## src/rtl/serial_cmp_pkg.sv

```systemverilog
// Shared types for the LSB-first bit-serial comparator: FSM states, the
// running verdict encoding and the cascade-seed decoder.
package serial_cmp_pkg;

   typedef enum logic [1:0] {S_IDLE, S_SCAN, S_DONE} state_t;

   typedef enum logic [1:0] {V_LT, V_EQ, V_GT} verdict_t;

   // Priority l > g > e; all-zero and multi-hot seeds fall through safely.
   function automatic verdict_t seed_decode(input logic l, input logic g, input logic e);
      verdict_t v;
      v = V_EQ;
      if (l)      v = V_LT;
      else if (g) v = V_GT;
      else if (e) v = V_EQ;
      return v;
   endfunction

endpackage

```

## src/rtl/serial_comparator_lsb_bit_step.sv

```systemverilog
// One bit of the LSB-first scan: a differing bit overrides the running verdict,
// equal bits leave it untouched.
module serial_comparator_lsb_bit_step
   import serial_cmp_pkg::*;
(
   input  logic     a_bit,
   input  logic     b_bit,
   input  verdict_t verdict_in,
   output verdict_t verdict_out
);

   always_comb begin
      verdict_out = verdict_in;
      if (a_bit && !b_bit)      verdict_out = V_GT;
      else if (!a_bit && b_bit) verdict_out = V_LT;
   end

endmodule

```

## src/rtl/serial_comparator_lsb.sv

```systemverilog
// Bit-serial magnitude comparator scanning LSB-first with a cascade seed.
// Handshake: a side transfers when valid && ready are both high on a rising edge.
module serial_comparator_lsb
   import serial_cmp_pkg::*;
#(
   parameter  int WIDTH = 8,
   localparam int CNT_W = $clog2(WIDTH)
) (
   input  logic             clk,
   input  logic             rst_n,
   input  logic             in_valid,
   output logic             in_ready,
   input  logic [WIDTH-1:0] a,
   input  logic [WIDTH-1:0] b,
   input  logic             l,
   input  logic             g,
   input  logic             e,
   output logic             out_valid,
   input  logic             out_ready,
   output logic             lt,
   output logic             eq,
   output logic             gt
);

   state_t             state_q, state_d;
   logic [CNT_W-1:0]   cnt_q, cnt_d;
   logic [WIDTH-1:0]   a_sh_q, a_sh_d;
   logic [WIDTH-1:0]   b_sh_q, b_sh_d;
   verdict_t           verdict_q, verdict_d;
   verdict_t           step_v;
   logic               out_valid_q, out_valid_d;
   logic               lt_q, lt_d;
   logic               eq_q, eq_d;
   logic               gt_q, gt_d;

   serial_comparator_lsb_bit_step u_bit_step (
      .a_bit       (a_sh_q[0]),
      .b_bit       (b_sh_q[0]),
      .verdict_in  (verdict_q),
      .verdict_out (step_v)
   );

   always_comb begin
      state_d     = state_q;
      cnt_d       = cnt_q;
      a_sh_d      = a_sh_q;
      b_sh_d      = b_sh_q;
      verdict_d   = verdict_q;
      out_valid_d = out_valid_q;
      lt_d        = lt_q;
      eq_d        = eq_q;
      gt_d        = gt_q;
      case (state_q)
         S_IDLE: begin
            if (in_valid) begin
               a_sh_d    = a;
               b_sh_d    = b;
               verdict_d = seed_decode(l, g, e);
               cnt_d     = '0;
               state_d   = S_SCAN;
            end
         end
         S_SCAN: begin
            a_sh_d    = a_sh_q >> 1;
            b_sh_d    = b_sh_q >> 1;
            verdict_d = step_v;
            cnt_d     = cnt_q + CNT_W'(1);
            // The bit examined on this cycle is the MSB: publish the verdict.
            if (cnt_q == CNT_W'(WIDTH - 1)) begin
               cnt_d       = '0;
               state_d     = S_DONE;
               out_valid_d = 1'b1;
               lt_d        = (step_v == V_LT);
               eq_d        = (step_v == V_EQ);
               gt_d        = (step_v == V_GT);
            end
         end
         S_DONE: begin
            if (out_ready) begin
               out_valid_d = 1'b0;
               state_d     = S_IDLE;
            end
         end
         default: state_d = S_IDLE;
      endcase
   end

   always_ff @(posedge clk or negedge rst_n) begin
      if (!rst_n) begin
         state_q     <= S_IDLE;
         cnt_q       <= '0;
         a_sh_q      <= '0;
         b_sh_q      <= '0;
         verdict_q   <= V_EQ;
         out_valid_q <= 1'b0;
         lt_q        <= 1'b0;
         eq_q        <= 1'b1;
         gt_q        <= 1'b0;
      end else begin
         state_q     <= state_d;
         cnt_q       <= cnt_d;
         a_sh_q      <= a_sh_d;
         b_sh_q      <= b_sh_d;
         verdict_q   <= verdict_d;
         out_valid_q <= out_valid_d;
         lt_q        <= lt_d;
         eq_q        <= eq_d;
         gt_q        <= gt_d;
      end
   end

   assign in_ready  = (state_q == S_IDLE);
   assign out_valid = out_valid_q;
   assign lt        = lt_q;
   assign eq        = eq_q;
   assign gt        = gt_q;

endmodule

```

## config.mk

```make
export PLATFORM = sky130hd
export DESIGN_NAME = serial_comparator_lsb
export DESIGN_NICKNAME = d
export VERILOG_FILES = /design/src/rtl/serial_cmp_pkg.sv /design/src/rtl/serial_comparator_lsb_bit_step.sv /design/src/rtl/serial_comparator_lsb.sv
export SDC_FILE = /design/constraint.sdc
export NUM_CORES = 1
export LEC_CHECK = 0
export BUFFER_PORTS_ARGS = -buffer_cell sky130_fd_sc_hd__buf_4
export CAP_MARGIN = 20
export CORE_MARGIN = 8
export CORE_UTILIZATION = 30
export DETAILED_ROUTE_END_ITERATION = 6
export GPL_TIMING_DRIVEN = 0
export PLACE_DENSITY_LB_ADDON = 0.2
export SETUP_SLACK_MARGIN = 0.4
export SLEW_MARGIN = 10
export SYNTH_ARGS = -nofsm -noshare
export SYNTH_HDL_FRONTEND = slang
export SYNTH_SLANG_ARGS = --single-unit
```

## constraint.sdc

```tcl
create_clock -name clk -period 1.61 [get_ports clk]
set_input_delay 0.161 -clock clk [delete_from_list [all_inputs] [get_ports clk]]
set_output_delay 0.161 -clock clk [all_outputs]
set_load 0.1 [all_outputs]
```

==> reports/qor.yml, run 1 <==
worst_slack_ps: 330.0
worstPathArrival_ps: 1120
clock_latency_ps: 270
cts_tree: "done"
io_buffers: 26
rows: 24
dp_hpwl_mm: 2.248
viasPerCell: 4.861
min_path_type: "primary input to register"
die_x_um: 82.46
crit_type: "register to output pin"
fill_cells: 437
setup_tns_ps: 0
ctsRootBufferMaster: "clkbuf_8"
wire_per_inst_um: 14.35
numCtsBuffers: 3
cp-end-kind: "output pin"
slew_headroom: 0.7604
crit_slowest_cell: "dfrtp_2"
synthCells: 134
dr.first_iter.drc_count: 28
syn_to_final_growth_pct: 40.60
maxSlewViolCount: 0
synth_area_um2: 1325
core_um2: 4294
grt_setup_unrepaired: "true"
r2r_end: "b_sh_q[0]"
num_antenna_cells: 0
syn-num-nets: 160
grt_max_degree: 28
vdd_drop_max_uv: 568.7
grt_usage: 0.1018
vias: 1118
drt-total-wl_mm: 3.300
io_pins: 28
drc: 0
mostFrequentLayoutCell: "buf_4"
status: "completed"
r2r_slack_ps: 350
initial_core_util: 0.3086
crit_chain: "buf_6 -> nor2_4 -> buf_12"
path_clk_slew_ps: 90
cpPeakStageDelay_ps: 450
ant_nets: 0
die_h_um: 82.46
seq_area_frac_synth: 0.5118
ys_ff_latch: 27
place.gp.congestion: 0.6996
fin_skew_ps: 10.83
finalNetCount: 205
hold_viol: 0
drt_first_pass_iters: 4
dp_cells: 212
power_density_nw_per_um2: 1891
clkSinkCount: 27
path_max_fanout: 4
grt_pass1_wl_mm: 5.299
timing.rr.start: "state_q[1]"
die_area_um2: 6800
cap_violations: 0
clock.fmax_ghz: 0.7812
p_leak_uw: 0.0008760
min_from: "out_ready"
layout_common_cells: "buf_4, dfrtp_1, nand2_1"
dp_slack_ps: 271.8
worst_pin_slew_ps: 359.3
post-route-period-util: 0.7950
postSynthAreaPerCell_um2: 9.888
yosys_warnings: 0
critPathRequiredTime_ps: 1450
clock_path_buffers: 2
fin_cells: 230
hold_depth: 2
reg2reg_depth: 4
grt_antenna_before_repair: 0
grt_pass1_vias: 1067
holdPathEnd: "state_q[1]"
htree_num_levels: 1
ys_types: 27
fin_crit_ps: 1280
crit_path_start_kind: "register"
setup_viol: 0
drive_gt1_frac: 0.3483
overflow: 0
==> kinds of logic after synthesis <==
family | after synthesis | synth area share
mux | 13 | 0.09820
simple gates | 37 | 0.1341
compound gates | 41 | 0.1785
fa+ha+maj | 3 | 0.02833
xor+xnor | 1 | 0.006611
buf+inv | 12 | 0.04249
flops | 27 | 0.5118
==> state kept, by name, summed over array words and instances, names as in the netlist <==
register	flops
a_sh_q	8
b_sh_q	8
cnt_q	3
eq	1
gt	1
lt	1
out_valid	1
state_q	2
verdict_q	2
==> worst max-delay path: cells and delay by family (launching register included) <==
family,cells,cell delay (ps)
DFF,1,450
and+or+nand+nor,1,90
buffers and inverters,2,320
==> cell usage after synthesis, drive strengths merged <==
library cell,number,area share
dfstp,2,0.040
a21oi,8,0.030
o31ai,2,0.011
dfrtp,25,0.47
nand2,19,0.054
mux2i,13,0.098
or4,1,0.0057
nor2b,5,0.024
a32oi,1,0.0066
buf,7,0.028
a22oi,2,0.011
o211ai,1,0.0057
ha,3,0.028
nor2,5,0.014
a22o,3,0.020
nand3b,3,0.017
nand2b,1,0.0047
o21bai,1,0.0057
xnor2,1,0.0066
o21ai,22,0.083
inv,4,0.011
a31oi,1,0.0047
nor3,1,0.0038
and2b,2,0.011
clkbuf,1,0.0028
==> layout make-up <==
type                            count  area [um^2]  area share
Sequential cell                    27        680.7      0.3653
Clock buffer                        3        41.29     0.02216
Tap cell                           52        65.06     0.03492
Clock inverter                      1        5.005    0.002686
Multi-Input combinational cell     95        650.6      0.3492
Buffer                              8        75.07     0.04030
Timing Repair Buffer               40        330.3      0.1773
Inverter                            4        15.01    0.008059
==> worst max-delay path by stage <==
| stage | from | end | slack [ps] | cells past startpoint |
|---|---|---|---|---|
| 2_1_floorplan | state_q[0] | in_ready | 410 | 2 |
| 3_3_place_gp | state_q[0] | b_sh_q[4] | 330 | 4 |
| 3_5_place_dp | cnt_q[0] | gt | 270 | 4 |
| 4_1_cts | state_q[0] | in_ready | 330 | 3 |
| 5_1_grt | cnt_q[1] | gt | 230 | 4 |
| 6_report | state_q[0] | in_ready | 330 | 3 |
==> stage by stage <==
stage          cell area (um^2)  power (uW)  utilization  hold slack (ps)
2_1_floorplan              1334        2326            -           -134.6
3_3_place_gp               1594        2635       0.3712            96.76
3_5_place_dp               1594        2702       0.3712            98.35
4_1_cts                    1765        3323       0.4111            75.86
5_1_grt                    1863        3774       0.4339            68.99
6_report                   1863        3524       0.4339            77.63
==> power by group <==
part | internal [uW] | leakage [uW] | switching, uW
registers | 975 | 0.000336 | 224
logic | 890 | 0.000514 | 1050
clock network | 173 | 0.0000255 | 213
==> repair_timing <==
action | CTS | global route
endpoints found under the hold margin | 25 | 0
setup buffers | 6 | 5
gates cloned | 1 | 1
pin swaps | 4 | 7
endpoints found under the setup margin | 18 | 24
resized for setup | 22 | 22
hold buffers | 1 | 0
==> metal layers <==
layer | GRT usage | vias to the layer above | wire length (um)
met4 | 0.04737 | 0 | 56
met1 | 0.1227 | 541 | 1450
met5 | 0 | - | 0
met3 | 0.01732 | 4 | 119
li1 | - | 557 | -
met2 | 0.1723 | 16 | 1673
(Power assumes the default switching activity.)
==> inputs of run 2 (changes only) <==
--- a/config.mk
+++ b/config.mk
@@ -5,6 +5,7 @@
 export SDC_FILE = /design/constraint.sdc
 export NUM_CORES = 1
 export LEC_CHECK = 0
+export ABC_AREA = 1
 export BUFFER_PORTS_ARGS = -buffer_cell sky130_fd_sc_hd__buf_4
 export CAP_MARGIN = 20
 export CORE_MARGIN = 8
==> constraint.sdc (replaced) <==
create_clock -name clk -period 1.1 [get_ports clk]
set_input_delay 0.11 -clock clk [delete_from_list [all_inputs] [get_ports clk]]
set_output_delay 0.11 -clock clk [all_outputs]
set_load 0.1 [all_outputs]
==> run 2 against run 1 <==
Against the previous run: the run now ends with setup timing left; critical path depth increased by 5; clock skew decreased by 9.0 ps; non-clock buffer count unchanged; setup slack got worse by 440 ps; synthesized cell count increased by 31%; cell count increased by 19%; sequential cell count unchanged; die area increased by 3.0%; worst hold slack got worse by 60 ps; via count increased by 8.5%; count of clock-buffer cells in the layout unchanged; total power increased by 69%; largest cell class is now multi-input gates; largest power group unchanged.
==> reports/qor.yml, run 2 <==
status: "complete, but fails checks"  # was completed
violations: "setup timing"
place.gp.congestion: 0.7267  # was 0.6996
fin_crit_ps: 1212
reg2reg_depth: 8  # was 4
reg_top3: "a_sh_q x8, b_sh_q x8, cnt_q x3"  # unchanged
drive_gt1_frac: 0.4595  # was 0.3483
drt_first_pass_iters: 4  # unchanged
async_reset_ff_frac: 1.000  # unchanged
power_density_nw_per_um2: 2784  # was 1891 nW/um^2
layout_common_cells: "nand2_1, buf_4, dfrtp_1"  # was buf_4, dfrtp_1, nand2_1
postSynthAreaPerCell_um2: 7.813  # was 9.888 um^2
fin_cells: 274  # was 230
hold_viol: 0  # unchanged
synth-edff-count: 0  # unchanged
rows: 24  # unchanged
placed_area_um2: 1749  # was 1594 um^2
grt_pass1_wl_mm: 5.733  # was 5.299 mm
worstPathArrival_ps: 1380  # was 1120 ps
clkSinkCount: 27  # unchanged
dp_hpwl_mm: 2.270  # was 2.248 mm
seq_area_frac_synth: 0.4932  # was 0.5118
ys.flop_type: "dfrtp_1"  # unchanged
cpPeakStageDelay_ps: 460  # was 450 ps
cp-end-kind: "register"  # was output pin
die_h_um: 83.70  # was 82.46 um
dr.first_iter.drc_count: 45  # was 28
crit_family: "flip-flops"  # unchanged
critPathRequiredTime_ps: 1270  # was 1450 ps
dp_cells: 254  # was 212
grt_setup_unrepaired: "true"  # unchanged
grt_pass1_vias: 1240  # was 1067
setup_tns_ps: -2035  # was 0 ps
path_max_fanout: 5  # was 4
syn-num-nets: 202  # was 160
crit_buf_inv: 4  # was 2
ys_types: 18  # was 27
worst_pin_slew_ps: 408.6  # was 359.3 ps
drc: 0  # unchanged
wire_per_inst_um: 12.21  # was 14.35 um
clock_latency_ps: 270  # about the same
num_antenna_cells: 0  # unchanged
post-route-period-util: 1.101
maxSlewViolCount: 0  # unchanged
crit_type: "register to register"  # was register to output pin
synthTopCellsByArea: "dfrtp_1, nand2_1, inv_1, nand3_1, dfstp_2"  # was dfrtp_1, mux2i_1, o21ai_0, nand2_1, dfstp_2
clock.fmax_ghz: 0.8254
core_um2: 4384  # was 4294 um^2
timing.rr.start: "state_q[1]"  # unchanged
synth_top_area_frac: 0.4550  # was 0.4721
cap_violations: 0  # unchanged
crit_path_start_kind: "register"  # unchanged
final_util: 0.4872  # was 0.4339
path_clk_slew_ps: 100  # was 90 ps
slew_headroom: 0.7266  # was 0.7604
viasPerCell: 4.427  # was 4.861
stdcell_area_um2: 2136  # was 1863 um^2
fin_skew_ps: 1.812  # was 10.83 ps
overflow: 0  # unchanged
vias: 1213  # was 1118
grt_usage: 0.09720  # was 0.1018
crit_chain: "inv_2 -> buf_4 -> nand2_4 -> nand2_8 -> inv_6 -> buf_6 -> nand2_2 -> nand3_1"  # was buf_6 -> nor2_4 -> buf_12
crit_start: "state_q[1]"  # was state_q[0]
clock_path_buffers: 2  # unchanged
r2r_slack_ps: -110  # was 350 ps
p_leak_uw: 0.001081  # was 0.0008760 uW
die_area_um2: 7006  # was 6800 um^2
htree_num_levels: 1  # unchanged
whs_ps: 17.43  # was 77.63 ps
worstSetupEndpoint: "verdict_q[1]"  # was in_ready
numCtsBuffers: 3  # unchanged
setup_viol: 26  # was 0
r2r_end: "verdict_q[1]"  # was b_sh_q[0]
mostFrequentLayoutCell: "nand2_1"  # was buf_4
grt_antenna_before_repair: 0  # unchanged
io_pins: 28  # unchanged
worst_slack_ps: -111.5  # was 330.0 ps
io_buffers: 26  # unchanged
path_depth: 8  # was 3
ant_nets: 0  # unchanged
syn_to_final_growth_pct: 55.32  # was 40.60%
synth_most_common_cell: "nand2_1"  # was dfrtp_1
synth_area_um2: 1375  # was 1325 um^2
crit_slowest_cell: "dfrtp_2"  # unchanged
ctsRootBufferMaster: "clkbuf_8"  # unchanged
die_x_um: 83.70  # was 82.46 um
vdd_drop_max_uv: 1424  # was 568.7 uV
cts_tree: "done"  # unchanged
finalNetCount: 249  # was 205
yosys-top-cells-count: "nand2_1, dfrtp_1, inv_1"  # was dfrtp_1, nand2_1, o21ai_0
synthCells: 176  # was 134
grt_max_degree: 28  # unchanged
yosys_warnings: 0  # unchanged
synth_area_leader_cell: "dfrtp_1"  # unchanged
ys_ff_latch: 27  # unchanged
min_path_type: "primary input to register"  # unchanged
drt-total-wl_mm: 3.346  # was 3.300 mm
initial_core_util: 0.3136  # was 0.3086
run 2: cells by family (layout without fill, tap and decap cells):
logic type,count (synthesis),in the layout,synth area share
simple gates,101,101,0.2994
buf+inv,29,75,0.1119
flops,27,27,0.4932
compound gates,16,16,0.06824
fa+ha+maj,3,3,0.02730
run 2: worst min path at each step:
| stage | startpoint | to | depth (start not counted) |
|---|---|---|---|
| after CTS | out_ready | state_q[1] | 2 |
| after detailed placement | rst_n | gt | 1 |
| final | out_ready | state_q[1] | 2 |
| after floorplan | rst_n | a_sh_q[0] | 0 |
| after global placement | rst_n | lt | 1 |
| after global routing | out_ready | state_q[1] | 2 |
run 2: timing repair:
item / CTS / global route
pin swaps: 10 / 7
hold endpoints to repair: 25 / 0
buffers inserted: 9 / 2
endpoints found under the setup margin: 32 / 32
cloned: 3 / 1
hold buffers: 1 / 0
resized for setup: 46 / 8
run 2: per-stage QoR:
| stage | setup slack [ps] | power [uW] |
|---|---|---|
| global placement | -169.4 | 4386 |
| CTS | -117.1 | 5820 |
| global route | -164.1 | 6417 |
| finish | -111.5 | 5947 |
| detailed placement | -186.0 | 4426 |
| floorplan | -167.0 | 3852 |
run 2: final cells by class:
| cell class | count | area [um^2] |
|---|---|---|
| clock inverter | 1 | 5.005 |
| clock buffer | 3 | 41.29 |
| buffer | 6 | 75.07 |
| multi-input combinational | 120 | 726.9 |
| inverter | 23 | 93.84 |
| fill | 446 | 2248 |
| tap | 52 | 65.06 |
| timing repair buffer | 42 | 432.9 |
| sequential | 27 | 695.7 |
run 2: power breakdown:
part           total (uW)  internal (uW)  switching [uW]
logic                3490           1580            1900
clock network         577            254             323
registers            1880           1500             382
run 2: metal layers:
metal,GRT usage,vias up,wire (um)
met3,0.02246,2,91
met4,0.02355,0,17
li1,-,642,-
met1,0.1274,556,1652
met2,0.1558,13,1585
met5,0,-,0
